===== config.mk =====
export PLATFORM = sky130hd
export DESIGN_NAME = mux_rr_scanner_flat
export DESIGN_NICKNAME = d
export VERILOG_FILES = /design/src/rtl/mux_rr_scanner_pkg.sv /design/src/rtl/mux_rr_scanner_if.sv /design/src/rtl/mux_rr_scanner_pick.sv /design/src/rtl/mux_rr_scanner.sv /design/src/flat_wrapper.sv
export SDC_FILE = /design/constraint.sdc
export NUM_CORES = 1
export LEC_CHECK = 0
export ABC_AREA = 0
export BUFFER_PORTS_ARGS = -buffer_cell sky130_fd_sc_hd__buf_2
export CAP_MARGIN = 20
export CORE_MARGIN = 2
export CORE_UTILIZATION = 55
export CTS_BUF_LIST = sky130_fd_sc_hd__clkbuf_2 sky130_fd_sc_hd__clkbuf_4 sky130_fd_sc_hd__clkbuf_8
export DETAILED_ROUTE_END_ITERATION = 10
export GPL_ROUTABILITY_DRIVEN = 0
export GPL_TIMING_DRIVEN = 0
export PLACE_DENSITY_LB_ADDON = 0.25
export SYNTH_ARGS = -nofsm -noshare
export SYNTH_HDL_FRONTEND = slang
export SYNTH_SLANG_ARGS = --single-unit

===== constraint.sdc =====
create_clock -name clk -period 5.55 [get_ports clk]
set_input_delay 1.11 -clock clk [delete_from_list [all_inputs] [get_ports clk]]
set_output_delay 1.11 -clock clk [all_outputs]
set_load 0.02 [all_outputs]

===== src/rtl/mux_rr_scanner_pkg.sv =====
// Shared constants, scanner state encoding and a one-hot helper for the 8:1 mux scanner.
// Channel count and widths are fixed by the downstream eightbyonemux.
package mux_pkg;
  localparam int NCH    = 8;
  localparam int SEL_W  = 3;
  localparam int DATA_W = 4;

  typedef enum logic [1:0] {
    IDLE,
    SETTLE,
    VALID
  } scan_state_t;

  function automatic logic [NCH-1:0] ch_onehot(input logic [SEL_W-1:0] ch);
    logic [NCH-1:0] oh;
    oh     = '0;
    oh[ch] = 1'b1;
    return oh;
  endfunction
endpackage


===== src/rtl/mux_rr_scanner_if.sv =====
// Request, mux select/data and result handshake bundle between scanner and its neighbours.
// master = scanner side, slave = requesters / mux / downstream consumer.
interface mux_rr_scanner_if;
  import mux_pkg::*;

  logic [NCH-1:0]    req;
  logic [SEL_W-1:0]  sel;
  logic [DATA_W-1:0] mux_y;
  logic              out_valid;
  logic              out_ready;
  logic [DATA_W-1:0] out_data;
  logic [SEL_W-1:0]  out_ch;
  logic [NCH-1:0]    grant;

  modport master (
    input  req, mux_y, out_ready,
    output sel, out_valid, out_data, out_ch, grant
  );

  modport slave (
    output req, mux_y, out_ready,
    input  sel, out_valid, out_data, out_ch, grant
  );
endinterface


===== src/rtl/mux_rr_scanner_pick.sv =====
// Combinational round-robin pick: first set bit of req_masked searching from ptr+1 upward, wrapping.
// Zero latency; no handshake.
module rr_pick8
  import mux_pkg::*;
(
  input  logic [NCH-1:0]   req_masked,
  input  logic [SEL_W-1:0] ptr,
  output logic [SEL_W-1:0] pick,
  output logic             any
);
  logic [SEL_W-1:0] start;
  logic [2*NCH-1:0] dbl;
  logic [NCH-1:0]   rot;
  logic [SEL_W-1:0] off;

  always_comb begin
    start = ptr + SEL_W'(1);
    // Rotate so the search origin lands on bit 0, then priority-encode the lowest set bit.
    dbl   = {req_masked, req_masked} >> start;
    rot   = dbl[NCH-1:0];
    off   = '0;
    for (int i = NCH - 1; i >= 0; i--) begin
      if (rot[i]) off = i[SEL_W-1:0];
    end
    pick = start + off;
    any  = |req_masked;
  end
endmodule


===== src/rtl/mux_rr_scanner.sv =====
// Round-robin scanner: drives mux sel, waits one settle cycle, captures mux_y, offers it on valid/ready.
// Latency 2 cycles from request to out_valid; out_ready low holds all outputs stable in VALID.
module mux_rr_scanner
  import mux_pkg::*;
(
  input  logic             clk,
  input  logic             rst_n,
  mux_rr_scanner_if.master bus
);
  scan_state_t       state_q, state_d;
  logic [SEL_W-1:0]  sel_q, sel_d;
  logic [SEL_W-1:0]  ptr_q, ptr_d;
  logic [DATA_W-1:0] out_data_q, out_data_d;
  logic [SEL_W-1:0]  out_ch_q, out_ch_d;
  logic              out_valid_q, out_valid_d;

  logic [NCH-1:0]    req_masked;
  logic [SEL_W-1:0]  pick_ptr;
  logic [SEL_W-1:0]  pick;
  logic              any;
  logic              hs;

  assign hs = (state_q == VALID) && bus.out_ready;

  // On the handshake cycle the search restarts after the consumed channel, which is masked out.
  always_comb begin
    req_masked = bus.req;
    pick_ptr   = ptr_q;
    if (state_q == VALID) begin
      req_masked = bus.req & ~ch_onehot(out_ch_q);
      pick_ptr   = out_ch_q;
    end
  end

  rr_pick8 u_pick (
    .req_masked (req_masked),
    .ptr        (pick_ptr),
    .pick       (pick),
    .any        (any)
  );

  always_comb begin
    state_d     = state_q;
    sel_d       = sel_q;
    ptr_d       = ptr_q;
    out_data_d  = out_data_q;
    out_ch_d    = out_ch_q;
    out_valid_d = out_valid_q;
    case (state_q)
      IDLE: begin
        if (any) begin
          sel_d   = pick;
          state_d = SETTLE;
        end
      end
      SETTLE: begin
        out_data_d  = bus.mux_y;
        out_ch_d    = sel_q;
        out_valid_d = 1'b1;
        state_d     = VALID;
      end
      VALID: begin
        if (hs) begin
          ptr_d       = out_ch_q;
          out_valid_d = 1'b0;
          if (any) begin
            sel_d   = pick;
            state_d = SETTLE;
          end else begin
            state_d = IDLE;
          end
        end
      end
      default: state_d = IDLE;
    endcase
  end

  always_ff @(posedge clk or negedge rst_n) begin
    if (!rst_n) begin
      state_q     <= IDLE;
      sel_q       <= '0;
      ptr_q       <= SEL_W'(NCH - 1);
      out_data_q  <= '0;
      out_ch_q    <= '0;
      out_valid_q <= 1'b0;
    end else begin
      state_q     <= state_d;
      sel_q       <= sel_d;
      ptr_q       <= ptr_d;
      out_data_q  <= out_data_d;
      out_ch_q    <= out_ch_d;
      out_valid_q <= out_valid_d;
    end
  end

  assign bus.sel       = sel_q;
  assign bus.out_valid = out_valid_q;
  assign bus.out_data  = out_data_q;
  assign bus.out_ch    = out_ch_q;
  assign bus.grant     = hs ? ch_onehot(out_ch_q) : '0;
endmodule

===== src/flat_wrapper.sv =====
// flat-port wrapper written by rule: the top's interface ports become plain ports
module mux_rr_scanner_flat import mux_pkg::*;
  (clk, rst_n, bus_req, bus_mux_y, bus_out_ready, bus_sel, bus_out_valid, bus_out_data, bus_out_ch, bus_grant);
  mux_rr_scanner_if bus_i ();
  input  logic clk;
  input  logic rst_n;
  input wire logic [$bits(bus_i.req)-1:0] bus_req;
  input wire logic [$bits(bus_i.mux_y)-1:0] bus_mux_y;
  input wire logic [$bits(bus_i.out_ready)-1:0] bus_out_ready;
  output wire logic [$bits(bus_i.sel)-1:0] bus_sel;
  output wire logic [$bits(bus_i.out_valid)-1:0] bus_out_valid;
  output wire logic [$bits(bus_i.out_data)-1:0] bus_out_data;
  output wire logic [$bits(bus_i.out_ch)-1:0] bus_out_ch;
  output wire logic [$bits(bus_i.grant)-1:0] bus_grant;
  assign bus_i.req = bus_req;
  assign bus_i.mux_y = bus_mux_y;
  assign bus_i.out_ready = bus_out_ready;
  assign bus_sel = bus_i.sel;
  assign bus_out_valid = bus_i.out_valid;
  assign bus_out_data = bus_i.out_data;
  assign bus_out_ch = bus_i.out_ch;
  assign bus_grant = bus_i.grant;
  mux_rr_scanner u_core (.clk(clk), .rst_n(rst_n), .bus(bus_i));
endmodule

Word level (Yosys, flattened, before mapping)
Cells that the tools add are included.
Widths: inputs -> output; s select.
{"block": "word_totals", "reg_bits": 16, "inputBits": 15, "out_inout_bits": 19, "word_cells": 49}
{"block": "classes", "n_addsub": 2, "n_lt_le_gt_ge": 2, "eq_ne": 4, "shift": 1, "mux": 22, "bitwise_logic": 2, "n_reduce_logical": 10}
{"op": "$mux 3", "count": 11}
{"op": "$mux 8", "count": 2}
{"op": "$shr 16x3->8", "count": 1}
{"op": "$and 8x8->8", "count": 1}
{"op": "$not 8->8", "count": 1}
{"op": "$reduce_and 2->1", "count": 4}
{"op": "$reduce_or 8->1", "count": 1}
{"op": "$pmux 2 s3", "count": 1}
{"op": "$pmux 3 s2", "count": 1}
{"op": "$lt 3x4->1 const B", "count": 1}
{"op": "$mux 2", "count": 2}
{"op": "$ne 2x1->1 const B", "count": 2}
{"op": "$reduce_bool 2->1", "count": 2}
{"op": "$add 3x1->3 const B", "count": 1}
{"op": "$add 3x3->3", "count": 1}
{"op": "$demux 1 s3", "count": 1}
{"op": "$ge 3x1->1 const B", "count": 1}
{"op": "$mux 1", "count": 3}
{"op": "$eq 2x1->1 const B", "count": 1}
{"op": "$eq 2x2->1 const B", "count": 1}
{"op": "$logic_and 1x1->1", "count": 2}
{"op": "$logic_not 2->1", "count": 1}
{"op": "$pmux 1 s2", "count": 1}

Logic depth before layout (Yosys ltp)
{"block": "logic_depth", "ltp_word": 20, "depth_mapped": 18, "mapped_depth_nobuf": 17}

Modules after synthesis
From an unflattened synthesis, not the netlist that was laid out.
{"block": "unflattened", "hier_cells": 120, "area_unflattened_um2": 1273.7}
{"mod": "mux_rr_scanner", "instances": 1, "cells_per_inst": 75, "area_per_inst_um2": 813.3, "seq_area_each_um2": 404.1}
{"mod": "rr_pick8", "instances": 1, "cells_per_inst": 45, "area_per_inst_um2": 460.4, "seq_area_each_um2": 0.0}

Worst setup path after synthesis
Ideal clock, no wire load.
{"block": "synth_timing", "path_type": "register -> register", "startpoint": "register u_core.out_ch_q[0] (netlist: u_core.bus.out_ch[0])", "endpoint": "register u_core.sel_q[1] (netlist: u_core.bus.sel[1])", "setup_ns": 0.128, "t_arrival_ns": 3.520, "required_ns": 5.422, "setup_slack_ns": 1.902, "path_stages_with_launch": 15, "n_path_buf": 2, "period_less_slack_ns": 3.648, "cell_sequence": "dfrtp_1 -> clkbuf_2 -> and3b_4 -> a21oi_4 -> inv_1 -> ha_1 -> buf_12 -> inv_1 -> mux4_1 -> mux2i_1 -> nand2_1 -> o21ai_1 -> ha_1 -> fa_1 -> mux2_1"}
{"block": "synth_between", "elab_chain_len": 20, "elab_cells_between_ends": 24, "cone_classes": "add/sub (2); order compare (2); shift (1); mux (15); bitwise (2); reduce/logical (2)"}
{"item": "from (decl)", "line_no": "mux_rr_scanner.sv:14", "text": "logic [SEL_W-1:0] out_ch_q, out_ch_d;"}
{"item": "from (signal assigned)", "line_no": "mux_rr_scanner.sv:91", "text": "out_ch_q <= out_ch_d;"}
{"item": "$lt 3x4->1 (not written as such) or $ge 3x1->1 (tied branches)", "line_no": "mux_rr_scanner_pkg.sv:17", "text": "oh[ch] = 1'b1;"}
{"item": "$logic_and 1x1->1 (not written as such)", "line_no": "mux_rr_scanner_pkg.sv:17"}
{"item": "$mux 1 (not written as such)", "line_no": "mux_rr_scanner_pkg.sv:17"}
{"item": "$demux 1 s3"}
{"item": "$not 8->8", "line_no": "mux_rr_scanner.sv:30", "text": "req_masked = bus.req & ~ch_onehot(out_ch_q);"}
{"item": "$and 8x8->8", "line_no": "mux_rr_scanner.sv:30"}
{"item": "$mux 8", "line_no": "mux_rr_scanner.sv:29", "text": "if (state_q == VALID) begin"}
{"item": "$shr 16x3->8", "line_no": "mux_rr_scanner_pick.sv:19", "text": "dbl = {req_masked, req_masked} >> start;"}
{"item": "$mux 3 (8 in a row)", "line_no": "mux_rr_scanner_pick.sv:23", "text": "if (rot[i]) off = i[SEL_W-1:0];"}
{"item": "$add 3x3->3 *", "line_no": "mux_rr_scanner_pick.sv:25", "text": "pick = start + off;"}
{"item": "via u_core.pick[1]", "line_no": "mux_rr_scanner.sv:19", "text": "logic [SEL_W-1:0] pick;"}
{"item": "$mux 3 *", "line_no": "mux_rr_scanner.sv:51, mux_rr_scanner.sv:66"}
{"item": "$mux 3", "line_no": "mux_rr_scanner.sv:63", "text": "if (hs) begin"}
{"item": "$pmux 3 s2 *", "line_no": "mux_rr_scanner.sv:49", "text": "case (state_q)"}
{"item": "to (signal assigned)", "line_no": "mux_rr_scanner.sv:88", "text": "sel_q <= sel_d;"}
{"item": "to (decl)", "line_no": "mux_rr_scanner.sv:11", "text": "logic [SEL_W-1:0] sel_q, sel_d;"}
Mark *: on every way through the listed nets, which the timed path passes. The rest lies on a longest branch. The select of a mux whose other input is x is not followed.
A chain may end at the register's enable or synchronous reset.

Final worst setup path
Same ends and word-level chain as after synthesis.

==> impl_results.md <==
* Layout cells sized above 1 at approximately a third
* Total Wirelength at 3580 um
* Commonest non-fill, non-tap cells in the layout: 35 x buf_2, 16 x nand2_1, 13 x dfrtp_1
* HPWL Detailed at between 2000 and 3000 um
* CTS Hold Bufs at 0
* RSZ-0062 raised after global routing: no
* Worst EP arrival at between 4 and 5 ns
* # clock sinks at 16
* Final nets at roughly 220
* Fin cells at 228
* Placed insts at 224
* Cts bufs inserted at 3
* Status: finished clean
* Post-Syn Nets at around 180
* Fmax at 253 MHz
* Starting DRT DRC Count at 73
* Worst slew pin tran at 0.370 ns
* Die Y at 56.4 um
* Root Buffer: clkbuf_4
* Antenna viol nets, final at 0
* Slew Limit Headroom at between 70% and 80%
* Post-synth ARST share at 100%
* Width of the chip at 56.4 um
* # diodes at 0
* Vias in the first global route at about 1.3k
* Largest net degree at the start of global routing at 17
* Worst EP required at about 5.7 ns
* Register clock-pin slew on the reported worst setup and hold paths at around 0.09 ns
* Vias at roughly 1.5k
* Pins Over Slew Limit at 0
* Cell count after synthesis at roughly 160
* Global-route wire length before repair at 6110 um
* Post-DR wirelength/cell at 15.7 um
* HP Class: flip-flop to flip-flop
* CTS resizes at 0
* Commonest non-fill, non-tap cell in the layout: buf_2
* Post-synth EDFFs at 0
* Final min period at 3.95 ns
* Final period utilization at between 70% and 80%
* Reg2Reg Setup Slack at between 1.5 and 2 ns
* Core area at 2540 um2
* Global route overflow at 0
* P&R area growth vs syn at 15.4%
* Initial antenna violation count at 0
* Syn avg cell area at 9.36 um2
* Ys Warns at 0
* GRT Util Overall at roughly a quarter
* Die ar. at ~3200 um2
* Routed vias/inst at between 6 and 7
* Skew final at approximately 0.0021 ns
* Starting Density at between 50% and 60%
* Sequential share of the synthesized area at 26.8%
* Crit start category: flip-flop
* DRC Markers at 0
* Top-level I/O count at 34
* Distinct cells, synth at 53
* Setup TNS at 0 ns
* Rows at 18
* #FFs+latches synth at 16
* Setup Viol. Count Final at 0
* CP max FO at 9
* Final Hold Fails at 0
* Post-Syn Area at roughly 1500 um2
* Clock tree from TritonCTS: built
* Post-CTS setup buffers at 0
* Bufs on Longest Clock Path at 2
* CP endpoint kind: flip-flop
* Clock Latency Late Sink at around 0.28 ns
* DRT Pass-1 Iters at 5
* Clock H-tree levels at 1
* Main synth FF type: dfrtp_1
* Max_cap viols at 0
* IO Port Bufs at 33
* Worst setup path class: flip-flop to flip-flop
## state kept, by name (all words and copies together), names as in the netlist
name and cells:
u_core.bus.out_data 4, u_core.bus.out_ch 3, u_core.bus.sel 3, u_core.ptr_q 3, u_core.state_q 2, u_core.bus.out_valid 1
## synth_stat cells, types with 2 or more instances
master / count / area share (%)
o21ai_0: 3 / 1.0
a32oi_1: 4 / 2.3
a21boi_0: 2 / 1.0
a21oi_1: 10 / 3.3
o22ai_1: 4 / 1.7
o22a_1: 2 / 1.2
nand2b_1: 9 / 3.7
nand3_1: 12 / 4.0
dfstp_2: 3 / 5.2
buf_2: 2 / 0.66
mux2_2: 9 / 6.7
ha_1: 2 / 1.7
inv_1: 6 / 1.5
nor2_1: 8 / 2.0
nand2_1: 16 / 4.0
o31a_1: 2 / 1.2
o32ai_1: 2 / 1.2
a21o_1: 2 / 1.0
o21ai_1: 3 / 1.0
dfrtp_1: 13 / 22
xnor2_1: 2 / 1.2
nor3_1: 6 / 2.0
a32o_1: 2 / 1.3
mux4_1: 4 / 7.0
mux2_1: 2 / 1.5
and3_4: 2 / 1.5
mux2i_1: 3 / 2.0
## stage by stage
| stage | instance area, um2 | setup slack, ns | hold slack [ns] | util (%) |
|---|---|---|---|---|
| finish | 1740 | 1.60 | 0.516 | 68.4 |
| global route | 1740 | 1.36 | 0.542 | 68.4 |
| CTS | 1740 | 1.59 | 0.522 | 68.4 |
| detailed placement | 1710 | 1.62 | 0.495 | 67.2 |
| global placement | 1710 | 1.70 | 0.486 | 67.2 |
| floorplan | 1510 | 1.90 | 0.490 | - |
## area by class of cell
cell class / instances / area, um2
Multi-Input combinational cell: 132 / 1020
Inverter: 6 / 22.5
Buffer: 7 / 57.6
Tap cell: 30 / 37.5
Timing Repair Buffer: 33 / 165
Clock buffer: 4 / 30.0
Fill cell: 199 / 805
Sequential cell: 16 / 404
## cell families after synthesis
family	count (synthesis)	synth area share [%]
AND/OR/NAND/NOR	63	23.1
AO/OA/AOI/OAI	45	22.0
multiplexers	19	18.7
flip-flops	16	26.8
buffers and inverters	13	5.31
adder cells (fa/ha/maj)	3	2.99
XOR/XNOR	2	1.16
## metal layers
metal  vias up  GRT usage (%)  part of all wire [%]
li1        682              -                     -
met1       688           32.4                    42
met2        79           39.0                    49
met3        10           1.61                   6.9
met4         0           7.14                   1.9
met5         -              0                     0
## worst paths after layout
kind	cells after the start	start	endpoint
worst max-delay path	14	u_core.bus.out_ch[0]	u_core.bus.sel[1]
worst min-delay path	1	u_core.bus.out_data[2]	u_core.bus.out_data[2]
worst max register to register	14	u_core.bus.out_ch[0]	u_core.bus.sel[1]
worst min register to register	1	u_core.bus.out_data[2]	u_core.bus.out_data[2]
max in group asynchronous	1	rst_n	u_core.ptr_q[2]
min in group asynchronous	1	rst_n	u_core.bus.out_data[2]
## critical path: stages (launching register included)
cell and delay (ns):
dfrtp_1 0.39, clkbuf_2 0.18, and3b_4 0.25, a21oi_4 0.21, inv_1 0.07, ha_1 0.34, buf_12 0.16, inv_1 0.14
mux4_1 0.61, mux2i_1 0.33, nand2_1 0.10, o21ai_1 0.16, ha_1 0.19, fa_1 0.42, mux2_1 0.29
Power is left out: the tool's default activity adds up to more than one toggle a clock period on the data nets, which glitch-free logic cannot reach.
